===== src/rtl/systolic_array_seq.sv =====
// ============================================================================
// Module  : systolic_array_seq
// Purpose : GEMM command sequencer for a systolic array. It streams weight and
//           input row beats into the array and collects output rows in a
//           credit-gated result FIFO. Optional SA_SEQ_PERF_EN adds performance
//           counters.
// Revision: 1.0
// ============================================================================
`default_nettype none

module systolic_array_seq #(
    parameter  int ARRAY_DIM = 4,
    parameter  int DATA_W    = 16,
    parameter  int RES_DEPTH = 8,
    localparam int RW        = $clog2(ARRAY_DIM),
    localparam int ROW_W     = DATA_W * ARRAY_DIM
) (
    input  logic             clk,
    input  logic             rst,
    input  logic             cmd_valid,
    output logic             cmd_ready,
    input  logic             cmd_reload_w,
    input  logic             cmd_psum,
    input  logic             beat_valid,
    output logic             beat_ready,
    input  logic [ROW_W-1:0] beat_data,
    input  logic [ROW_W-1:0] beat_psum,
    output logic             weight_en,
    output logic             input_en,
    output logic             partial_en,
    output logic [RW-1:0]    row_in_en,
    output logic [RW-1:0]    row_ps_en,
    output logic [ROW_W-1:0] array_in,
    output logic [ROW_W-1:0] array_in_partials,
    input  logic             drained,
    input  logic             fifo_has_space,
    input  logic             out_en,
    input  logic [RW-1:0]    row_out,
    input  logic [ROW_W-1:0] array_output,
    output logic             res_valid,
    input  logic             res_ready,
    output logic [RW-1:0]    res_row,
    output logic [ROW_W-1:0] res_data,
    output logic             busy,
    output logic             done,
    output logic             overflow
`ifdef SA_SEQ_PERF_EN
    ,
    output logic [31:0]      perf_gemms,
    output logic [31:0]      perf_stall
`endif
);

    localparam int AW = $clog2(RES_DEPTH);
    localparam int CW = AW + 1;
    localparam int EW = RW + ROW_W;
    localparam logic [CW-1:0] C_DEPTH   = CW'(RES_DEPTH);
    localparam logic [CW-1:0] C_DIM     = CW'(ARRAY_DIM);
    localparam logic [CW-1:0] C_ONE     = CW'(1);
    localparam logic [RW-1:0] C_ROW_MAX = RW'(ARRAY_DIM - 1);
    localparam logic [RW:0]   C_ROWS    = (RW+1)'(ARRAY_DIM);

    typedef enum logic [2:0] {
        S_IDLE       = 3'd0,
        S_LOAD_W     = 3'd1,
        S_WAIT_SPACE = 3'd2,
        S_LOAD_IN    = 3'd3,
        S_DRAIN      = 3'd4
    } state_t;

    state_t            state_q, state_d;
    logic              psum_q;
    logic [RW-1:0]     row_q;
    logic [RW:0]       rows_seen_q;
    logic              weight_en_q, input_en_q, partial_en_q;
    logic [RW-1:0]     row_in_en_q, row_ps_en_q;
    logic [ROW_W-1:0]  array_in_q, array_in_partials_q;

    logic [EW-1:0]     mem_q [RES_DEPTH];
    logic [AW-1:0]     wr_ptr_q, rd_ptr_q;
    logic [CW-1:0]     count_q, reserved_q, reserved_d;
    logic              overflow_q;

    logic              w_cmd_fire, w_beat_fire, w_row_last;
    logic              w_reserve, w_stall, w_done;
    logic              w_empty, w_full, w_push, w_pop;
    logic [CW-1:0]     w_free;

    assign w_empty    = (count_q == '0);
    assign w_full     = (count_q == C_DEPTH);
    assign w_pop      = !w_empty && res_ready;
    assign w_push     = out_en && (!w_full || w_pop);
    // Free credits exclude both stored rows and rows promised to an in-flight GEMM.
    assign w_free     = C_DEPTH - count_q - reserved_q;
    assign w_row_last = (row_q == C_ROW_MAX);
    assign w_cmd_fire = cmd_valid && cmd_ready;
    assign w_beat_fire = beat_valid && beat_ready;

    always_comb begin
        state_d    = state_q;
        cmd_ready  = 1'b0;
        beat_ready = 1'b0;
        w_reserve  = 1'b0;
        w_stall    = 1'b0;
        w_done     = 1'b0;
        case (state_q)
            S_IDLE: begin
                cmd_ready = !rst;
                if (cmd_valid && !rst)
                    state_d = cmd_reload_w ? S_LOAD_W : S_WAIT_SPACE;
            end
            S_LOAD_W: begin
                beat_ready = !rst;
                if (beat_valid && w_row_last)
                    state_d = S_WAIT_SPACE;
            end
            S_WAIT_SPACE: begin
                if (fifo_has_space && (w_free >= C_DIM)) begin
                    state_d   = S_LOAD_IN;
                    w_reserve = 1'b1;
                end else begin
                    w_stall = 1'b1;
                end
            end
            S_LOAD_IN: begin
                beat_ready = !rst;
                if (beat_valid && w_row_last)
                    state_d = S_DRAIN;
            end
            S_DRAIN: begin
                if ((rows_seen_q == C_ROWS) && drained) begin
                    w_done  = !rst;
                    state_d = S_IDLE;
                end
            end
            default: state_d = S_IDLE;
        endcase
    end

    always_ff @(posedge clk) begin
        if (rst) begin
            state_q     <= S_IDLE;
            psum_q      <= 1'b0;
            row_q       <= '0;
            rows_seen_q <= '0;
        end else begin
            state_q <= state_d;
            if (w_cmd_fire) begin
                psum_q      <= cmd_psum;
                row_q       <= '0;
                rows_seen_q <= '0;
            end else begin
                if (w_beat_fire)
                    row_q <= w_row_last ? '0 : row_q + RW'(1);
                if (out_en && (state_q != S_IDLE) && (rows_seen_q != C_ROWS))
                    rows_seen_q <= rows_seen_q + (RW+1)'(1);
            end
        end
    end

    // Array strobes are single-cycle; row indices and data hold between beats.
    always_ff @(posedge clk) begin
        if (rst) begin
            weight_en_q         <= 1'b0;
            input_en_q          <= 1'b0;
            partial_en_q        <= 1'b0;
            row_in_en_q         <= '0;
            row_ps_en_q         <= '0;
            array_in_q          <= '0;
            array_in_partials_q <= '0;
        end else begin
            weight_en_q  <= 1'b0;
            input_en_q   <= 1'b0;
            partial_en_q <= 1'b0;
            if (w_beat_fire) begin
                row_in_en_q <= row_q;
                array_in_q  <= beat_data;
                if (state_q == S_LOAD_W) begin
                    weight_en_q <= 1'b1;
                end else begin
                    input_en_q <= 1'b1;
                    if (psum_q) begin
                        partial_en_q        <= 1'b1;
                        row_ps_en_q         <= row_q;
                        array_in_partials_q <= beat_psum;
                    end else begin
                        row_ps_en_q         <= '0;
                        array_in_partials_q <= '0;
                    end
                end
            end
        end
    end

    always_comb begin
        reserved_d = reserved_q;
        if (w_push && (reserved_q != '0))
            reserved_d = reserved_d - C_ONE;
        if (w_reserve)
            reserved_d = reserved_d + C_DIM;
    end

    always_ff @(posedge clk) begin
        if (w_push)
            mem_q[wr_ptr_q] <= {row_out, array_output};
    end

    always_ff @(posedge clk) begin
        if (rst) begin
            wr_ptr_q   <= '0;
            rd_ptr_q   <= '0;
            count_q    <= '0;
            reserved_q <= '0;
            overflow_q <= 1'b0;
        end else begin
            reserved_q <= reserved_d;
            if (w_push)
                wr_ptr_q <= wr_ptr_q + AW'(1);
            if (w_pop)
                rd_ptr_q <= rd_ptr_q + AW'(1);
            if (w_push && !w_pop)
                count_q <= count_q + C_ONE;
            else if (w_pop && !w_push)
                count_q <= count_q - C_ONE;
            if (out_en && w_full && !w_pop)
                overflow_q <= 1'b1;
        end
    end

`ifdef SA_SEQ_PERF_EN
    logic [31:0] perf_gemms_q, perf_stall_q;

    always_ff @(posedge clk) begin
        if (rst) begin
            perf_gemms_q <= '0;
            perf_stall_q <= '0;
        end else begin
            if (w_done)
                perf_gemms_q <= perf_gemms_q + 32'd1;
            if (w_stall)
                perf_stall_q <= perf_stall_q + 32'd1;
        end
    end

    assign perf_gemms = perf_gemms_q;
    assign perf_stall = perf_stall_q;
`endif

    assign weight_en         = weight_en_q;
    assign input_en          = input_en_q;
    assign partial_en        = partial_en_q;
    assign row_in_en         = row_in_en_q;
    assign row_ps_en         = row_ps_en_q;
    assign array_in          = array_in_q;
    assign array_in_partials = array_in_partials_q;
    assign res_valid         = !w_empty;
    assign res_row           = w_empty ? '0 : mem_q[rd_ptr_q][EW-1:ROW_W];
    assign res_data          = w_empty ? '0 : mem_q[rd_ptr_q][ROW_W-1:0];
    assign busy              = (state_q != S_IDLE);
    assign done              = w_done;
    assign overflow          = overflow_q;

endmodule

`default_nettype wire


===== config.mk =====
export PLATFORM = sky130hd
export DESIGN_NAME = systolic_array_seq
export DESIGN_NICKNAME = d
export VERILOG_FILES = /design/src/rtl/systolic_array_seq.sv
export SDC_FILE = /design/constraint.sdc
export NUM_CORES = 1
export LEC_CHECK = 0
export CAP_MARGIN = 20
export CELL_PAD_IN_SITES_DETAIL_PLACEMENT = 0
export CELL_PAD_IN_SITES_GLOBAL_PLACEMENT = 1
export CORE_ASPECT_RATIO = 1.1
export CORE_MARGIN = 3
export CORE_UTILIZATION = 45
export DETAILED_ROUTE_END_ITERATION = 10
export GPL_ROUTABILITY_DRIVEN = 1
export HOLD_SLACK_MARGIN = 0.06
export PLACE_DENSITY = 0.91
export SETUP_SLACK_MARGIN = 0.4
export SYNTH_ARGS = -nofsm -noshare
export SYNTH_HDL_FRONTEND = slang
export SYNTH_SLANG_ARGS = --single-unit
export TNS_END_PERCENT = 5

===== constraint.sdc =====
create_clock -name clk -period 12.5 [get_ports clk]
set_input_delay 3.125 -clock clk [delete_from_list [all_inputs] [get_ports clk]]
set_output_delay 3.125 -clock clk [all_outputs]
set_load 0.03 [all_outputs]

==> results of run 1 <==
-- flip-flops by register name, summed over array words and instances (netlist names), 3 cells and up, named ones only --
name / count
reserved_q: 4
wr_ptr_q: 3
array_in_partials: 64
rd_ptr_q: 3
mem_q: 528
array_in: 64
rows_seen_q: 3
state_q: 3
count_q: 4
-- worst reg2reg max path: stages (launching register included) --
cell     delay (ps)
dfxtp_1         390
nor4_2          280
buf_4           820
inv_1           250
nand2_1         210
ha_1            200
inv_1            90
ha_1            270
a21o_1          170
a21oi_1         180
xnor2_1          90
or3_1           310
a21oi_1         130
-- worst max path at each step --
stage | from | cells after the start | slack [ps] | endpoint
after floorplan | res_ready | 4 | 2220 | mem_q[0][0]
after global placement | drained | 4 | 4630 | done
after detailed placement | drained | 4 | 4700 | done
after CTS | drained | 4 | 4690 | done
after global routing | drained | 4 | 4650 | done
final | drained | 4 | 4690 | done
-- metal layers --
metal / vias to the layer above / wire, µm / global-route usage (%)
met1: 7638 / 24200 / 25.4
met2: 675 / 33100 / 36.0
li1: 6880 / - / -
met5: - / 36 / 0
met4: 6 / 1810 / 7.22
met3: 116 / 5290 / 4.99
-- cells in the final DEF, fill, tap and decap left out, types with 5 or more instances in the layout --
cell	instances
mux2i_1	72
dfxtp_1	158
clkbuf_16	71
mux4_2	132
nand3_1	69
ha_1	11
nand2_1	153
xnor2_1	6
inv_1	9
clkinv_1	17
buf_4	25
xor2_1	8
nor2_1	90
clkinv_2	10
clkdlybuf4s50_1	409
clkbuf_1	9
o21ai_0	67
nand2b_1	71
a21oi_1	78
edfxtp_1	528
buf_16	5
bufinv_16	5
-- area by class of cell --
type                    count  area share, %
inverters                  11          0.123
clock buffers              82           5.49
well taps                 752           2.81
diodes                      4         0.0299
clock inverters            44           1.11
repair buffers            439           13.2
flip-flops and latches    690           57.1
multi-input cells         797           20.1
-- power by group --
part / internal [mW] / total [mW] / switching, mW
Clock: 1.16 / 2.01 / 0.848
Sequential: 2.59 / 2.70 / 0.100
Combinational: 0.826 / 1.85 / 1.02
Total: 4.58 / 6.55 / 1.97
-- cells by family (layout without fill, tap and decap cells) --
| kind of cell | Yosys count | in the layout |
|---|---|---|
| XOR/XNOR | 14 | 14 |
| adder cells (fa/ha/maj) | 13 | 13 |
| other | 0 | 4 |
| buffers and inverters | 111 | 576 |
| AND/OR/NAND/NOR | 412 | 412 |
| multiplexers | 205 | 205 |
| flip-flops | 690 | 690 |
| AO/OA/AOI/OAI | 153 | 153 |
-- stage by stage --
stage	total power [mW]	hold slack [ps]	worst slack, ps	util (%)
global route	6.83	474	4650	58.1
finish	6.55	449	4690	58.2
detailed placement	4.58	444	4700	54.1
global placement	4.55	438	4630	54.1
floorplan	3.90	454	2220	-
CTS	6.61	453	4690	57.9
==> key figures, run 1 <==
Clock network
  – CTS max path bufs: 3
  – # hold bufs at CTS: 0
  – Worst-path clk slew: 60 ps
  – Clock Tree Root: clkbuf_16
  – Total clock sinks: 690
  – CTS buffer count: 69
  – Clock latency at the later pin of the worst-skew pair: 590 ps
  – Postcts setup bufs: 0
  – Post-CTS sizing: 0
  – CTS HTree Levels: 3
  – TritonCTS clock tree: built

Critical path
  – Startpoint Class: input port
  – CP peak stage delay: 740 ps
  – Crit path max fanout: 2
  – Buffer and inverter count on the worst path: 2
  – Family with the most delay on the worst path: buffers and inverters
  – Cells on worst reg2reg path: 12
  – Required @ worst endpoint: 9380 ps
  – R2r endpoint: count_q[3]
  – Critical Path AT: 4680 ps
  – Cell Chain, Critical Path: clkdlybuf4s50_1 > nand4_1 > nor4_1 > clkdlybuf4s50_1
  – Slowest cell on the critical path: clkdlybuf4s50_1
  – CP Capture Type: primary output
  – Critical path class: input port to primary output
  – Register-to-register setup slack: 9040 ps
  – Reg-to-Reg Start: count_q[0]
  – Critical path's most frequent cell: clkdlybuf4s50_1

Power and ir drop
  – P_leak: 10.6 nW
  – PwrDens: 196 nW/µm²
  – Maximum vdd drop: 0.000179 V

Floorplan
  – Die ar.: 61300 µm²
  – Cell row count: 92
  – DIE WIDTH: 236 µm
  – Initial Util: 45.6%
  – I/O pin count: 411
  – Core region area: 57600 µm²
  – Die height: 259 µm

Route
  – Pre-Repair DR Iteration Count: 5
  – Final WL: 64400 µm
  – DRC viols: 0
  – DR vias: 15315
  – Vias per cell: 5.43
  – Initial DRC Count: 1104
  – Wirelength per Cell: 22.8 µm
  – Routed Antenna Nets: 0

Synthesis
  – Sequential share of the synthesized area: 72.7%
  – #FFs+latches synth: 690
  – Yosys Warn Count: 0
  – Post-synthesis instance area: 26300 µm²
  – Post-synthesis cell type count: 38
  – Largest family of logic cells by synthesized area: multiplexers
  – Synth top cells by count: edfxtp_1, dfxtp_1, nand2_1
  – Xor and xnor fraction of the mapped netlist area: 0.467%
  – Most common cell in the netlist: edfxtp_1
  – Syn Area/Cell: 16.4 µm²
  – Post-synthesis compound-gate area fraction: 3.00%
  – Post-Synth Simple-Gate Area: 7.20%
  – Post-synthesis mux area share: 14.1%
  – Synthesized Nets: 1815
  – Synth Area in Adders: 0.677%
  – Prevailing post-synth register cell: edfxtp_1
  – Synth top area share: 60.4%
  – Post-synth EDFFs: 528
  – Synth Instances: 1598
  – Top area cells in the synthesized netlist: edfxtp_1, dfxtp_1, mux4_2, mux2i_1, nand2_1
  – Synth async-reset ratio: 0%
  – Area leader, netlist: edfxtp_1

STA
  – RSZ-0062 raised after global routing: false
  – Fmax: 128 MHz
  – Worst-Margin Slew: 1060 ps
  – Final setup viols: 0
  – Setup TNS: 0 ps
  – Pins Over Slew Limit: 0
  – Part of the cycle the worst path needs: 62.5%
  – Final Hold Vio Count: 0
  – Tmin final: 7810 ps
  – Slew margin rel.: 29.3%
  – Setup Skew: 20.7 ps

Run status
  – Outcome: complete, no violations

Place
  – GP Congestion: 0.795
  – Port bufs: 410
  – DP Area: 31100 µm²
  – Dpl cells: 2684
  – Dpl hpwl: 38500 µm

Final layout
  – Nets: 2225
  – Register area: 19100 µm²
  – Layout cells sized above 1: 13.6%
  – P&R area growth vs syn: 27.4%
  – Multi-input logic area: 6740 µm²
  – Finished Cell Area: 33500 µm²
  – Post-route insts no fill: 2819
  – Fillers: 4237

Global route
  – Antenna violations before repair: 8
  – Gr ovfl total: 0
  – First-pass GRT wire length: 96800 µm
  – Total GRT Usage: 20.7%
  – Vias in the first global route: 15611
  – Largest net degree at the start of global routing: 134

Worst hold path
  – Worst Hold Endpoint: array_in_partials[57]
  – Hold Crit Depth: 2
  – Hold Crit Start: array_in_partials[57]
  – Worst hold path type: flip-flop to flip-flop

Flow run
  – Max_cap viols: 0
Power figures use the tool's default switching activity.
==> run 2, diff against run 1 <==
==> constraint.sdc (replaced) <==
create_clock -name clk -period 8 [get_ports clk]
set_input_delay 2 -clock clk [delete_from_list [all_inputs] [get_ports clk]]
set_output_delay 2 -clock clk [all_outputs]
set_load 0.03 [all_outputs]
==> run 2 against run 1 <==
  * Combinational power grew 52%
  * First-iteration DRC count shrank 5.7%
  * Via count shrank 0.76%
  * Sequential share of layout area shrank 0.20 points
  * Non-clock buffer count shrank 2
  * Global-route usage grew 0.056 points
  * Cell count is the same
  * Core utilization grew 0.21 points
  * Critical endpoint is now res_data[32]
  * Largest power group unchanged
==> key figures, run 2 (synthesis gave the netlist of run 1 again) <==
Clock network
  – CTS buffer count: 70
  – Clock Tree Root: clkbuf_16
  – CTS HTree Levels: 3
  – CTS max path bufs: 3
  – Worst-path clk slew: 60 ps
  – Post-CTS sizing: 0
  – TritonCTS clock tree: built
  – Total clock sinks: 690
  – Postcts setup bufs: 0
  – # hold bufs at CTS: 0
  – Clock latency at the later pin of the worst-skew pair: 610 ps

Route
  – Wirelength per Cell: 22.7 µm
  – Final WL: 64100 µm
  – DRC viols: 0
  – Initial DRC Count: 1041
  – Vias per cell: 5.39
  – Routed Antenna Nets: 0
  – Pre-Repair DR Iteration Count: 5
  – DR vias: 15199

Critical path
  – Family with the most delay on the worst path: buffers and inverters
  – Critical Path AT: 3770 ps
  – Buffer and inverter count on the worst path: 2
  – Crit path max fanout: 46
  – Slowest cell on the critical path: dfxtp_4
  – CP peak stage delay: 1010 ps
  – Critical path class: flip-flop to primary output
  – CP Capture Type: primary output
  – Required @ worst endpoint: 6000 ps
  – Cell Chain, Critical Path: buf_4 > mux4_2 > mux2i_1 > nor2_1 > clkdlybuf4s50_1
  – Startpoint Class: flip-flop

Flow run
  – Max_cap viols: 0

STA
  – RSZ-0062 raised after global routing: false
  – Slew margin rel.: 26.5%
  – Pins Over Slew Limit: 0
  – Post-route setup slack: 2230 ps
  – Part of the cycle the worst path needs: 72.1%
  – Worst-Margin Slew: 1100 ps
  – Fmax: 173 MHz
  – Tmin final: 5770 ps
  – Setup Skew: 28.2 ps
  – Final Hold Vio Count: 0
  – Hold slack: 448 ps
  – Final setup viols: 0
  – Setup TNS: 0 ps

Power and ir drop
  – P_leak: 10.7 nW
  – PwrDens: 310 nW/µm²
  – Maximum vdd drop: 0.000297 V

Floorplan
  – Cell row count: 92
  – Die height: 259 µm
  – I/O pin count: 411
  – Core region area: 57600 µm²
  – Die ar.: 61300 µm²
  – DIE WIDTH: 236 µm
  – Initial Util: 45.6%

Place
  – Placement Setup Slack: 2450 ps
  – Dpl hpwl: 38400 µm
  – Port bufs: 410
  – GP Congestion: 0.856
  – Dpl cells: 2685

Final layout
  – Final core utilization: 58.4%
  – Commonest non-fill, non-tap cells in the layout: edfxtp_1, clkdlybuf4s50_1, dfxtp_1
  – Biggest register: mem_q
  – P&R area growth vs syn: 27.9%
  – Most common cell after layout, fill and taps aside: edfxtp_1
  – Register area: 19100 µm²
  – Nets: 2224
  – Largest register FFs: 528
  – Post-route insts no fill: 2819
  – Layout cells sized above 1: 13.7%
  – Multi-input logic area: 6750 µm²
  – Fillers: 4211

Global route
  – Total GRT Usage: 20.8%
  – Antenna violations before repair: 9
  – Gr ovfl total: 0
  – First-pass GRT wire length: 97100 µm
  – Largest net degree at the start of global routing: 134
  – Vias in the first global route: 15727

Worst hold path
  – Worst hold path type: flip-flop to flip-flop

Run status
  – Outcome: complete, no violations
run 2: changes by cell type in the layout (fill, tap and decap cells not counted), sizes merged:
cell	previous run	this run
bufinv	5	9
buf	30	28
clkbuf	82	94
clkinvlp	5	3
clkinv	30	18
run 2: worst paths after layout:
path	from	to	slack, ps	cells past startpoint
setup / recovery	flip-flop	res_data[32]	2230	5
hold / removal	array_in_partials[22]	array_in_partials[22]	450	2
setup reg to reg	count_q[0]	count_q[3]	4580	12
hold reg to reg	array_in_partials[22]	array_in_partials[22]	450	2
run 2: power by group:
part	leakage, nW	switching [mW]	total (mW)	internal, mW
Sequential	6.11	0.200	4.25	4.05
Clock	1.15	1.36	3.34	1.97
Combinational	3.41	1.54	2.81	1.27
run 2: area by class of cell:
cell class	count	area share (%)
sequential	690	56.9
multi-input combinational	797	20.1
inverter	11	0.123
tap	752	2.80
timing repair buffer	437	13.0
clock inverter	34	1.39
antenna	4	0.0298
clock buffer	94	5.64
run 2: through the flow:
stage / instance area [µm²] / power, mW
floorplan: 26300 / 6.08
global placement: 31200 / 7.12
detailed placement: 31200 / 7.16
CTS: 33500 / 10.5
global route: 33600 / 10.8
finish: 33600 / 10.4
run 2: worst min-delay path, cell delays in order (launching register included):
cell     delay (ps)
dfxtp_1         300
nand2_1          50
a21oi_1          50
run 2: metal layers:
layer | routed length (µm) | vias up | share of wire [%] | track usage (%)
li1 | - | 6901 | - | -
met1 | 25000 | 7610 | 39 | 26.0
met2 | 32600 | 574 | 51 | 35.8
met3 | 4860 | 106 | 7.6 | 4.79
met4 | 1610 | 8 | 2.5 | 7.04
met5 | 68 | - | 0.11 | 0
